`config.mk`:
```
export PLATFORM = sky130hd
export DESIGN_NAME = mlaccel_memarb
export DESIGN_NICKNAME = d
export VERILOG_FILES = /design/src/rtl/mlaccel_pkg.sv /design/src/rtl/mlaccel_memarb_tagpipe.sv /design/src/rtl/mlaccel_memarb.sv
export SDC_FILE = /design/constraint.sdc
export NUM_CORES = 1
export LEC_CHECK = 0
export BUFFER_PORTS_ARGS = -buffer_cell sky130_fd_sc_hd__buf_2
export CAP_MARGIN = 0
export CORE_AREA = 2 2 117 119
export DETAILED_ROUTE_END_ITERATION = 7
export DIE_AREA = 0 0 119 121
export RECOVER_POWER = 50
export SYNTH_ARGS = -nofsm -noshare
export SYNTH_HDL_FRONTEND = slang
export SYNTH_SLANG_ARGS = --single-unit
```
`constraint.sdc`:
```
create_clock -name i_clock -period 1.55 [get_ports i_clock]
set_input_delay 0.0775 -clock i_clock [delete_from_list [all_inputs] [get_ports i_clock]]
set_output_delay 0.0775 -clock i_clock [all_outputs]
set_load 0.05 [all_outputs]
```
`src/rtl/mlaccel_pkg.sv`:
```
// Shared types for the main-memory arbiter: client owner tags, bus widths, round-robin pointer.
// Pure declarations, no timing or flow control of its own.
package mlaccel_pkg;

   localparam int ADDR_W  = 16;
   localparam int DATA_W  = 16;
   localparam int RDATA_W = 64;
   localparam int CNT_W   = 8;

   typedef enum logic [1:0] {
      OWN_NONE = 2'd0,
      OWN_CMEM = 2'd1,
      OWN_QMEM = 2'd2,
      OWN_SMEM = 2'd3
   } owner_e;

   typedef struct packed {
      owner_e owner;
      logic   is_read;
   } tag_t;

   typedef enum logic {
      RR_QMEM = 1'b0,
      RR_SMEM = 1'b1
   } rr_e;

   function automatic logic [CNT_W-1:0] sat_inc(input logic [CNT_W-1:0] v);
      return (v == {CNT_W{1'b1}}) ? v : v + 1'b1;
   endfunction

endpackage

```
`src/rtl/mlaccel_memarb_tagpipe.sv`:
```
// Delay line of {owner, is_read} tags matching the memory read latency; one push per cycle.
// Latency DEPTH cycles from push to tail; no backpressure, async reset empties all in-flight tags.
module mlaccel_memarb_tagpipe
   import mlaccel_pkg::*;
#(
   parameter int DEPTH = 2
)
(
   input  logic       i_clock,
   input  logic       i_resetn,
   input  logic [1:0] i_owner,
   input  logic       i_is_read,
   output logic [1:0] o_owner,
   output logic       o_is_read
);

   tag_t r_pipe [DEPTH];
   tag_t w_push;

   always_comb begin
      w_push.owner   = owner_e'(i_owner);
      w_push.is_read = i_is_read;
   end

   always_ff @(posedge i_clock or negedge i_resetn) begin
      if (!i_resetn) begin
         for (int i = 0; i < DEPTH; i++) r_pipe[i] <= '0;
      end else begin
         r_pipe[0] <= w_push;
         for (int i = 1; i < DEPTH; i++) r_pipe[i] <= r_pipe[i-1];
      end
   end

   assign o_owner   = r_pipe[DEPTH-1].owner;
   assign o_is_read = r_pipe[DEPTH-1].is_read;

endmodule

```
`src/rtl/mlaccel_memarb.sv`:
```
// Single-port memory arbiter: compute always wins, host/sequencer round-robin, reads routed back by tag.
// Grant is combinational, read return MEM_LATENCY cycles later; compute is throttled only via cmem_hold.
module mlaccel_memarb
   import mlaccel_pkg::*;
#(
   parameter int MEM_LATENCY  = 2,
   parameter int STARVE_LIMIT = 16
)
(
   input  logic               i_clock,
   input  logic               i_resetn,
   input  logic               i_cmem_ren,
   input  logic [1:0]         i_cmem_wen,
   input  logic [ADDR_W-1:0]  i_cmem_addr,
   input  logic [DATA_W-1:0]  i_cmem_wdata,
   output logic [RDATA_W-1:0] o_cmem_rdata,
   output logic               o_cmem_hold,
   input  logic               i_qmem_req,
   input  logic [1:0]         i_qmem_wen,
   input  logic [ADDR_W-1:0]  i_qmem_addr,
   input  logic [DATA_W-1:0]  i_qmem_wdata,
   output logic               o_qmem_gnt,
   output logic               o_qmem_rvalid,
   output logic [15:0]        o_qmem_rdata,
   input  logic               i_smem_valid,
   input  logic [ADDR_W-1:0]  i_smem_addr,
   output logic               o_smem_ready,
   output logic [31:0]        o_smem_data,
   output logic [ADDR_W-1:0]  o_mem_addr,
   output logic [1:0]         o_mem_wen,
   output logic [DATA_W-1:0]  o_mem_wdata,
   input  logic [RDATA_W-1:0] i_mem_rdata,
   output logic               o_conflict,
   input  logic               i_conflict_clr
);

   localparam logic [CNT_W-1:0] W_LIMIT = CNT_W'(STARVE_LIMIT);

   rr_e              r_rr;
   rr_e              w_rr_nxt;
   logic [CNT_W-1:0] r_q_cnt;
   logic [CNT_W-1:0] r_s_cnt;
   logic [CNT_W-1:0] w_q_cnt_nxt;
   logic [CNT_W-1:0] w_s_cnt_nxt;
   logic             r_hold;
   logic             r_conflict;
   logic             r_smem_inflight;

   logic             w_cmem_act;
   logic             w_smem_elig;
   logic             w_gnt_q;
   logic             w_gnt_s;
   logic [1:0]       w_push_owner;
   logic             w_push_rd;
   logic [1:0]       w_tail_owner;
   logic             w_tail_rd;
   logic             w_smem_ready;
   logic             w_hold_nxt;

   // Issue arbitration and memory-port mux; everything is forced quiet while reset is low.
   always_comb begin
      w_cmem_act   = i_cmem_ren | (|i_cmem_wen);
      w_smem_elig  = i_smem_valid & ~r_smem_inflight;
      w_gnt_q      = 1'b0;
      w_gnt_s      = 1'b0;
      o_mem_addr   = i_cmem_addr;
      o_mem_wen    = i_cmem_wen;
      o_mem_wdata  = i_cmem_wdata;
      w_push_owner = OWN_NONE;
      w_push_rd    = 1'b0;

      if (!w_cmem_act) begin
         if (i_qmem_req && w_smem_elig) begin
            if (r_rr == RR_QMEM) w_gnt_q = 1'b1;
            else                 w_gnt_s = 1'b1;
         end else if (i_qmem_req) begin
            w_gnt_q = 1'b1;
         end else if (w_smem_elig) begin
            w_gnt_s = 1'b1;
         end
      end

      if (w_cmem_act) begin
         w_push_owner = OWN_CMEM;
         w_push_rd    = i_cmem_ren;
      end else if (w_gnt_q) begin
         o_mem_addr   = i_qmem_addr;
         o_mem_wen    = i_qmem_wen;
         o_mem_wdata  = i_qmem_wdata;
         w_push_owner = OWN_QMEM;
         w_push_rd    = (i_qmem_wen == 2'b00);
      end else if (w_gnt_s) begin
         o_mem_addr   = i_smem_addr;
         o_mem_wen    = 2'b00;
         w_push_owner = OWN_SMEM;
         w_push_rd    = 1'b1;
      end

      if (!i_resetn) begin
         o_mem_wen    = 2'b00;
         w_gnt_q      = 1'b0;
         w_gnt_s      = 1'b0;
         w_push_owner = OWN_NONE;
         w_push_rd    = 1'b0;
      end
   end

   always_comb begin
      w_rr_nxt = r_rr;
      if (w_gnt_q)      w_rr_nxt = RR_SMEM;
      else if (w_gnt_s) w_rr_nxt = RR_QMEM;
   end

   // Hold looks one cycle ahead so it drops the cycle after the starving client is served.
   always_comb begin
      w_q_cnt_nxt = (!i_qmem_req || w_gnt_q) ? '0 : sat_inc(r_q_cnt);
      w_s_cnt_nxt = (!w_smem_elig || w_gnt_s) ? '0 : sat_inc(r_s_cnt);
      w_hold_nxt  = (i_qmem_req  && !w_gnt_q && (r_q_cnt >= W_LIMIT)) ||
                    (w_smem_elig && !w_gnt_s && (r_s_cnt >= W_LIMIT));
   end

   always_ff @(posedge i_clock or negedge i_resetn) begin
      if (!i_resetn) begin
         r_rr            <= RR_QMEM;
         r_q_cnt         <= '0;
         r_s_cnt         <= '0;
         r_hold          <= 1'b0;
         r_conflict      <= 1'b0;
         r_smem_inflight <= 1'b0;
      end else begin
         r_rr    <= w_rr_nxt;
         r_q_cnt <= w_q_cnt_nxt;
         r_s_cnt <= w_s_cnt_nxt;
         r_hold  <= w_hold_nxt;
         if (w_cmem_act && r_hold) r_conflict <= 1'b1;
         else if (i_conflict_clr)  r_conflict <= 1'b0;
         if (w_gnt_s)           r_smem_inflight <= 1'b1;
         else if (w_smem_ready) r_smem_inflight <= 1'b0;
      end
   end

   mlaccel_memarb_tagpipe #(
      .DEPTH (MEM_LATENCY)
   ) u_tagpipe (
      .i_clock   (i_clock),
      .i_resetn  (i_resetn),
      .i_owner   (w_push_owner),
      .i_is_read (w_push_rd),
      .o_owner   (w_tail_owner),
      .o_is_read (w_tail_rd)
   );

   assign w_smem_ready  = w_tail_rd && (w_tail_owner == OWN_SMEM);
   assign o_smem_ready  = w_smem_ready;
   assign o_qmem_rvalid = w_tail_rd && (w_tail_owner == OWN_QMEM);
   assign o_qmem_gnt    = w_gnt_q;
   assign o_qmem_rdata  = i_mem_rdata[15:0];
   assign o_smem_data   = i_mem_rdata[31:0];
   assign o_cmem_rdata  = i_mem_rdata;
   assign o_cmem_hold   = r_hold;
   assign o_conflict    = r_conflict;

endmodule

```
==> impl_metrics.py <==
metrics = {
    "routing": {
        "wl_met1_mm": 2.99,
        "wl_met3_mm": 1.25,
        "avgViaCountPerCell": 4.20,
        "vias": 2264,
        "antenna_left": 0,
        "drt_iter0_drc": 46,
        "drt_first_pass_iters": 4,
        "met2_length_mm": 4.76,
        "wl_per_cell_um": 17.2,
        "drc": 0,
        "detail_route.wirelength_mm": 9.29,
        "top_layer_used": "met4",
    },
    "layout": {
        "diodes": 0,
        "final_layout_size_suffix_gt1_share_pct": 59.5,
        "n_fill_cell": 1395,
        "nets": 522,
        "utilization_pct": 25.6,
        "mostFrequentLayoutCells": "93 x buf_2, 43 x buf_4, 25 x dfrtp_1, 24 x nand2_1, 18 x buf_6",
        "stdcell_count": 539,
        "final_common_cell": "buf_2",
        "fin_area_um2": 3340,
        "area_growth_syn_to_layout_pct": 26.9,
    },
    "timing": {
        "relSlewSlack_pct": 76.7,
        "worst_pin_slew_ns": 0.345,
        "fmax_mhz": 541,
        "slew_violations": 0,
        "rsz0062_at_grt": "yes",
        "setup_viol": 35,
        "setup_ws_ns": -0.297,
        "whs_ns": 0.0287,
        "finalCritPeriodShare_pct": 119,
        "hold_violations": 0,
        "clock_skew_ns": 0.00187,
        "fin_crit_ns": 1.85,
    },
    "placed_design": {
        "gp_congestion": 0.772,
        "placed_cell_area_um2": 2930,
        "port_buffers": 128,
        "place.detailed.hpwl_mm": 7.79,
        "dp_cells": 529,
    },
    "power_and_ir_drop": {
        "vdd_ir_drop_max_uv": 390,
        "p_int_mw": 1.56,
        "p_switching_mw": 0.694,
        "pwr-share-comb_pct": 34.8,
        "power_density_nw_per_um2": 673,
        "swShare_pct": 30.8,
        "power_leakage_nw": 1.62,
        "p_seq_share_pct": 32.4,
        "p_clk_share_pct": 32.8,
    },
    "worst_setup_path": {
        "slowest_delay_ns": 0.45,
        "rr_worst_depth": 5,
        "end_kind": "output pin",
        "worst-path-stages": 5,
        "critPathMaxFanout": 8,
        "cp_top_family": "flip-flops",
        "crit_required_ns": 1.47,
        "cp_slowest_cell": "dfrtp_2",
        "start_kind": "flop",
        "worst_path_most_repeated_cell": "buf_6",
        "crit_arrival_ns": 1.77,
        "crit_buf_inv": 3,
        "worst-setup-path-type": "flop to output pin",
        "crit_chain": "a211oi_4 > buf_6 > buf_12 > mux2_4 > buf_6",
    },
    "job": {
        "cap_violations": 0,
    },
    "clock_tree": {
        "path_clk_slew_ns": 0.06,
        "cts_tree": "built",
        "clock_path_buffers": 2,
        "root_buffer": "clkbuf_16",
        "cts_buffers": 3,
        "cts_sinks": 26,
        "clock_latency_ns": 0.26,
        "cts_max_level": 1,
    },
    "floorplanning": {
        "die_y_um": 121,
        "pin_count": 305,
        "num_rows": 42,
        "coreArea_um2": 13100,
        "die_x_um": 119,
        "initial_utilization_pct": 20.1,
        "dieArea_um2": 14400,
    },
    "outcome": {
        "status": "finished with violations",
        "violations": "negative setup slack",
    },
    "global_route": {
        "grt_max_degree": 29,
        "grt_pass1_wl_mm": 13.1,
        "gr-total-overflow": 0,
        "grt_pass1_vias": 2327,
        "antenna_found_initial": 0,
        "grt_util_all_layers_pct": 12.1,
    },
    "synthesis": {
        "yosysWarnings": 0,
        "ys_types": 38,
        "synth-seq-cells": 26,
        "synthesis.nets": 475,
        "seq_area_frac_synth_pct": 24.7,
        "netlist_area_um2": 2640,
        "synth_cells": 317,
        "avgSynthCellArea_um2": 8.31,
    },
    "hold_path": {
        "hp-class": "input port to flop",
        "worstHoldPathCells": 2,
    },
}
power by group through the flow:
stage	Sequential, mW	Combinational (mW)	Clock, mW
after floorplan	0.734	1.17	0
after global placement	0.737	0.671	0
after detailed placement	0.739	0.682	0
after CTS	0.728	0.770	0.757
after global routing	0.731	0.831	0.784
final	0.729	0.782	0.739
state kept, by name, indices dropped and copies added (netlist names):
name,flops
o_cmem_hold,1
o_conflict,1
r_q_cnt,8
r_rr,1
r_s_cnt,8
r_smem_inflight,1
u_tagpipe.o_is_read,1
u_tagpipe.o_owner,2
u_tagpipe.r_pipe,3
routing by layer:
metal  vias up  global-route usage (%)
met3        25                    6.63
li1       1054                       -
met5         -                       0
met2       152                    20.9
met1      1033                    11.7
met4         0                    5.80
synthesized netlist by cell type (all sizes together):
library cell	number	area (um2)
a22oi	15	113
a21o	1	7.51
nor4b	1	8.76
nor2	18	67.6
buf	117	885
clkbuf	4	15.0
o21ai	7	35.0
and3	8	50.1
dfrtp	26	651
mux2i	4	40.0
nand4	3	18.8
xnor2	2	17.5
a21oi	5	25.0
mux2	16	218
ha	4	50.1
inv	7	26.3
a31oi	5	31.3
o22ai	1	6.26
nand3	4	20.0
nor3	10	55.1
o31ai	1	12.5
nand2b	2	12.5
o21a	1	7.51
nand2	40	150
or3	3	18.8
nor4	2	12.5
a211oi	5	50.1
clkinv	1	3.75
and4	1	8.76
nor2b	3	18.8
worst paths after layout:
check	start	to	slack, ns
min reg2reg	u_tagpipe.r_pipe[3]	u_tagpipe.o_is_read	0.35
max in group asynchronous	i_resetn	r_rr	0.87
max	r_rr	o_mem_wdata[4]	-0.30
min	i_conflict_clr	o_conflict	0.03
max reg2reg	r_rr	o_cmem_hold	0.10
min in group asynchronous	i_resetn	r_q_cnt[1]	0.40
kinds of logic (layout without fill, tap and decap cells):
logic type,count (synthesis),in the layout,share of synthesized area (%)
AO/OA/AOI/OAI,41,41,10.9
XOR/XNOR,2,2,0.665
buffers and inverters,129,175,35.3
AND/OR/NAND/NOR,95,95,16.8
adder cells (fa/ha/maj),4,4,1.90
flip-flops,26,26,24.7
multiplexers,20,20,9.78
timing repair:
action / in CTS / in global routing
setup endpoints to repair: 35 / 45
gates resized for setup: 67 / 14
gates cloned: 1 / 0
pin swaps: 2 / 3
endpoints found under the hold margin: 26 / 0
buffers inserted: 4 / 1
hold buffers: 1 / 0
cell type report:
type,instances,area [um2],area share (%)
multi-input cells,162,1210,36.1
repair buffers,163,1130,33.8
flip-flops and latches,26,652,19.5
well taps,176,220,6.58
clock buffers,3,75.1,2.24
clock inverters,1,30.0,0.898
inverters,8,30.0,0.898
through the flow:
step,power [mW],worst slack (ns),TNS (ns)
final,2.25,-0.297,-8.03
after detailed placement,1.42,-0.201,-5.47
after global placement,1.41,-0.167,-4.15
after global routing,2.35,-0.350,-10.52
after CTS,2.26,-0.313,-9.08
after floorplan,1.91,-0.115,-0.277
(Power assumes the default switching activity.)
